<file path="src/rtl/tick_corr_window_if.sv">
// Result bus from tick_corr_window toward the correlator readout.
// Carries one window result (agreement count + timestamp) per valid/ready
// transfer.
//   out_valid : result available
//   out_ready : consumer accepts result
//   out_count : agreements counted in the completed window
//   out_ts    : timestamp of the last tick in that window
interface tick_corr_window_if #(
  parameter int CNT_W = 32,
  parameter int TS_W  = 64
);
  logic             out_valid;
  logic             out_ready;
  logic [CNT_W-1:0] out_count;
  logic [TS_W-1:0]  out_ts;

  modport master (output out_valid, out_count, out_ts, input out_ready);
  modport slave  (input out_valid, out_count, out_ts, output out_ready);
endinterface

</file>
<file path="src/rtl/tick_corr_window.sv">
// tick_corr_window: on each clock-divider tick, samples two 1-bit channels and
// counts how often they agree (XNOR) over a window of window_len ticks. At
// window close the count and the tick timestamp go out on a valid/ready bus.
//   clk, rst   : clock, asynchronous active-high reset
//   enable     : run control; low drops the partial window and idles
//   tick       : one-cycle sample strobe
//   ch_a, ch_b : channel sample bits
//   window_len : ticks per window, latched at each window start
//   res        : result bus (master side)
//   overrun    : sticky, a finished window was dropped (result reg full)
//   busy       : high while a window is being integrated
module tick_corr_window #(
  parameter int CNT_W = 32,
  parameter int TS_W  = 64
) (
  input  logic                 clk,
  input  logic                 rst,
  input  logic                 enable,
  input  logic                 tick,
  input  logic                 ch_a,
  input  logic                 ch_b,
  input  logic [CNT_W-1:0]     window_len,
  tick_corr_window_if.master   res,
  output logic                 overrun,
  output logic                 busy
);
  typedef enum logic {IDLE, RUN} state_t;

  state_t           state, state_nx;
  logic [CNT_W-1:0] len_q, acc, tcnt;
  logic [CNT_W-1:0] acc_nx, tcnt_nx;
  logic [TS_W-1:0]  ts, ts_nx;
  logic             tick_en, run_tick, win_close, res_free, xfer, start;

  // Timestamp follows every enabled tick, independent of the FSM state.
  assign tick_en   = enable & tick;
  assign ts_nx     = ts + {{(TS_W-1){1'b0}}, tick_en};

  assign run_tick  = (state == RUN) & tick_en;
  assign acc_nx    = acc + {{(CNT_W-1){1'b0}}, ~(ch_a ^ ch_b)};
  assign tcnt_nx   = tcnt + {{(CNT_W-1){1'b0}}, 1'b1};
  // Closing tick is the one that brings tcnt up to the latched length.
  assign win_close = run_tick & (tcnt_nx == len_q);
  assign start     = (state == IDLE) & enable & (window_len != '0);

  assign xfer      = res.out_valid & res.out_ready;
  // Result register can take a new value if empty or draining this cycle.
  assign res_free  = ~res.out_valid | res.out_ready;

  always_ff @(posedge clk or posedge rst) begin
    if (rst) state <= IDLE;
    else     state <= state_nx;
  end

  always_comb begin
    state_nx = state;
    busy     = 1'b0;
    case (state)
      IDLE: if (start) state_nx = RUN;
      RUN: begin
        busy = 1'b1;
        if (!enable) state_nx = IDLE;
      end
      default: state_nx = IDLE;
    endcase
  end

  always_ff @(posedge clk or posedge rst) begin
    if (rst) begin
      len_q         <= '0;
      acc           <= '0;
      tcnt          <= '0;
      ts            <= '0;
      overrun       <= 1'b0;
      res.out_valid <= 1'b0;
      res.out_count <= '0;
      res.out_ts    <= '0;
    end else begin
      ts <= ts_nx;

      if (start) begin
        len_q <= window_len;
        acc   <= '0;
        tcnt  <= '0;
      end else if (state == RUN && !enable) begin
        acc  <= '0;
        tcnt <= '0;
      end else if (win_close) begin
        // Back-to-back windows: next one starts on the following tick.
        len_q <= window_len;
        acc   <= '0;
        tcnt  <= '0;
      end else if (run_tick) begin
        acc  <= acc_nx;
        tcnt <= tcnt_nx;
      end

      if (win_close && res_free) begin
        res.out_valid <= 1'b1;
        res.out_count <= acc_nx;
        res.out_ts    <= ts_nx;
      end else begin
        if (xfer)      res.out_valid <= 1'b0;
        if (win_close) overrun       <= 1'b1;
      end
    end
  end
endmodule

</file>
<file path="src/flat_wrapper.sv">
// flat-port wrapper written by rule: the top's interface ports become plain ports
module tick_corr_window_flat 
#(
  parameter int CNT_W = 32,
  parameter int TS_W  = 64
)
  (clk, rst, enable, tick, ch_a, ch_b, window_len, overrun, busy, res_out_valid, res_out_count, res_out_ts, res_out_ready);
  tick_corr_window_if #(.CNT_W(CNT_W), .TS_W(TS_W)) res_i ();
  input  logic clk;
  input  logic rst;
  input  logic enable;
  input  logic tick;
  input  logic ch_a;
  input  logic ch_b;
  input  logic [CNT_W-1:0] window_len;
  output logic overrun;
  output logic busy;
  output wire logic [$bits(res_i.out_valid)-1:0] res_out_valid;
  output wire logic [$bits(res_i.out_count)-1:0] res_out_count;
  output wire logic [$bits(res_i.out_ts)-1:0] res_out_ts;
  input wire logic [$bits(res_i.out_ready)-1:0] res_out_ready;
  assign res_out_valid = res_i.out_valid;
  assign res_out_count = res_i.out_count;
  assign res_out_ts = res_i.out_ts;
  assign res_i.out_ready = res_out_ready;
  tick_corr_window #(.CNT_W(CNT_W), .TS_W(TS_W)) u_core (.clk(clk), .rst(rst), .enable(enable), .tick(tick), .ch_a(ch_a), .ch_b(ch_b), .window_len(window_len), .res(res_i), .overrun(overrun), .busy(busy));
endmodule
</file>
<file path="config.mk">
export PLATFORM = sky130hd
export DESIGN_NAME = tick_corr_window_flat
export DESIGN_NICKNAME = d
export VERILOG_FILES = /design/src/rtl/tick_corr_window_if.sv /design/src/rtl/tick_corr_window.sv /design/src/flat_wrapper.sv
export SDC_FILE = /design/constraint.sdc
export NUM_CORES = 1
export LEC_CHECK = 0
export CAP_MARGIN = 20
export CORE_AREA = 3 3 212 214
export CTS_BUF_LIST = sky130_fd_sc_hd__clkbuf_4
export DETAILED_ROUTE_END_ITERATION = 12
export DIE_AREA = 0 0 215 217
export DONT_BUFFER_PORTS = 1
export PLACE_DENSITY = 0.54
export SYNTH_ARGS = -nofsm -noshare
export SYNTH_HDL_FRONTEND = slang
export SYNTH_SLANG_ARGS = --single-unit
</file>
<file path="constraint.sdc">
create_clock -name clk -period 11.8 [get_ports clk]
set_input_delay 1.77 -clock clk [delete_from_list [all_inputs] [get_ports clk]]
set_output_delay 1.77 -clock clk [all_outputs]
set_load 0.02 [all_outputs]
</file>
==> impl_metrics.yaml <==
synthesis:
  syn-cell-area_um2: 12900
  yosys_register_bits: 259
  ys_warn_count: 0
  synth_nets: 1236
  synthFlopType: "dfrtp_1"
  synthCells: 1192
  avgSynthCellArea_um2: 10.8
  ys_types: 62
  yosysTopAreaCellShare_pct: 50.2
  seq_area_frac_synth_pct: 50.2
  synth_area_leader_cell: "dfrtp_1"
  synth_edf_count: 0
  synthTopCellsByArea: "dfrtp_1, mux2_2, xnor2_1"
  synthArstFlopShare_pct: 100
critical_path:
  cp.arrival_ns: 5.59
  cp-end-kind: "flip-flop"
  crit_type: "reg -> reg"
  crit_required_ns: 12.41
  path_max_fanout: 59
  start_kind: "flip-flop"
drt:
  drtPass1Iterations: 5
  vias: 9231
  route.detailed.drc: 0
  drtIter0Drc: 626
  antenna_left: 0
  viasPerCell: 4.97
  routedWlPerCell_um: 17.5
  totalWireLength_um: 32600
power:
  power_switching_share_pct: 26.2
  comb_power_share_pct: 5.8
  power_mw: 1.96
  seqPwrFrac_pct: 48.1
  leakage_nw: 6.39
  pwr-share-clk_pct: 46.0
  vdd_drop_max_v: 0.0000695
  p_switching_mw: 0.513
  power.density_nw_per_um2: 136
  p_int_mw: 1.44
clock_network:
  ctsResizeCount: 0
  cts.sinks: 259
  ctsHoldBuffers: 0
  cts.clk_slew.worst_paths_ns: 0.06
  cts_tree: "yes"
  cts_setup_buffers: 0
  clock_path_buffers: 3
  insertion_delay_ns: 0.75
  root_buffer: "clkbuf_4"
  numCtsBuffers: 80
  h-tree-depth: 3
place:
  dp_hpwl_um: 21500
  port_buffers: 0
  preCtsSetupSlack_ns: 5.99
  gp_congestion: 0.835
  place_inst: 1712
grt:
  use_met3_pct: 4.44
  grt_pass1_vias: 9445
  globalRouteTotalUtil_pct: 14.0
  grt_max_degree: 130
  use_met2_pct: 21.6
  antenna_found_initial: 1
  top_usage_layer: "met2"
  overflow: 0
  grt_first_pass_wirelength_um: 52800
  met1_usage_pct: 18.1
sta:
  min_period_ns: 4.98
  finalClockSkew_ns: 0.0474
  setup_viol: 0
  hold_violations: 0
  rsz0062_at_grt: "no"
  tns_ns: 0
  fin_ws_ns: 6.82
  whs_ns: 0.456
  max_slew.worst_pin.slew_ns: 0.957
  drv_slew: 0
  fmax_mhz: 201
  period_share_pct: 42.2
  relSlewSlack_pct: 36.2
die:
  start_util_pct: 29.9
  dieArea_um2: 46700
  core.rowCount: 76
  core_um2: 43100
  io_pins: 138
  die-width_um: 215
  die_h_um: 217
job:
  cap_violations: 0
finish:
  area.growth.synth_to_final_pct: 11.7
  drive_gt1_share_pct: 21.2
  nets: 1253
  final_cell_mix: "dfrtp_1, nand2_1, clkbuf_4, mux2_2, nand3_1"
  final_common_cell: "dfrtp_1"
  fin_cells: 1858
min_path:
  hold_path.class: "reg -> reg"
status:
  status: "complete, no violations"
## flip-flops by register name (all words and copies together), names as in the netlist
register / cells
u_core.state: 1
u_core.overrun: 1
u_core.ts: 64
u_core.acc: 32
u_core.res.out_valid: 1
u_core.res.out_count: 32
u_core.tcnt: 32
u_core.len_q: 32
u_core.res.out_ts: 64
## final cells by class
cell class	count	area, um^2
tap	585	732
antenna	2	5.00
sequential	259	6480
clock inverter	33	199
multi-input combinational	839	6010
inverter	21	86.3
fill	4384	28700
clock buffer	111	833
timing repair buffer	8	60.1
## synthesized netlist by cell type (8+ instances only)
master / number
a31oi_1: 19
and2_1: 9
and3_1: 24
and4_1: 18
buf_2: 22
clkbuf_1: 41
dfrtp_1: 259
inv_1: 21
mux2_2: 89
mux2_4: 33
mux2i_1: 11
nand2_1: 124
nand3_1: 88
nand4_1: 54
nor2_1: 58
nor3_1: 19
nor4_1: 16
o211ai_1: 18
o21ai_0: 31
o311ai_0: 9
or3_1: 8
xnor2_1: 86
xor2_1: 44
## power by group through the flow
stage          clock network, mW  logic, mW  registers (mW)
2_1_floorplan                  0     0.0907           0.949
3_3_place_gp                   0      0.116           0.958
3_5_place_dp                   0      0.117           0.958
4_1_cts                    0.943      0.118           0.942
5_1_grt                    0.994      0.130           0.945
6_report                   0.901      0.114           0.942
## final timing paths
path                                                 start                                end  slack [ns]  depth (start not counted)
worst min-delay path               u_core.ts[63]$_DFF_PP0_            u_core.ts[63]$_DFF_PP0_        0.46                          1
min in group asynchronous                              rst            u_core.ts[40]$_DFF_PP0_        1.08                          1
worst min register to register     u_core.ts[63]$_DFF_PP0_            u_core.ts[63]$_DFF_PP0_        0.46                          1
max in group asynchronous                              rst        u_core.tcnt[16]$_DFFE_PP0P_        8.37                          3
worst max-delay path            u_core.tcnt[0]$_DFFE_PP0P_  u_core.res.out_ts[14]$_DFFE_PP0P_        6.82                         10
worst max register to register  u_core.tcnt[0]$_DFFE_PP0P_  u_core.res.out_ts[14]$_DFFE_PP0P_        6.82                         10
## worst max-delay path: stages, from the launching register on
cell       delay [ns]
dfrtp_1          0.47
ha_1             0.40
nand4_2          0.24
or3_1            0.48
nor4b_1          0.35
o221ai_1         0.22
a2111oi_4        0.38
nand4_4          0.64
nand2b_4         0.67
buf_4            0.55
mux2_2           0.38
## layer usage
metal	part of all wire, %	up-vias
met5	0	-
met3	6.4	69
met4	2.8	0
met2	45	252
li1	-	4363
met1	46	4547
## cell families after synthesis
| kind of cell | after synthesis | synth area share (%) |
|---|---|---|
| AOI/OAI and AO/OA | 118 | 6.34 |
| xor gates and xnor gates | 130 | 8.83 |
| adders and majority gates | 5 | 0.485 |
| buffers and inverters | 94 | 3.33 |
| DFF | 259 | 50.2 |
| muxes | 133 | 12.5 |
| and+or+nand+nor | 453 | 18.3 |
## metrics by stage
stage,util (%),cell area (um^2)
floorplan,-,12900
global placement,31.0,13400
detailed placement,31.0,13400
CTS,33.4,14400
global route,33.4,14400
finish,33.4,14400
Power figures use the tool's default switching activity.
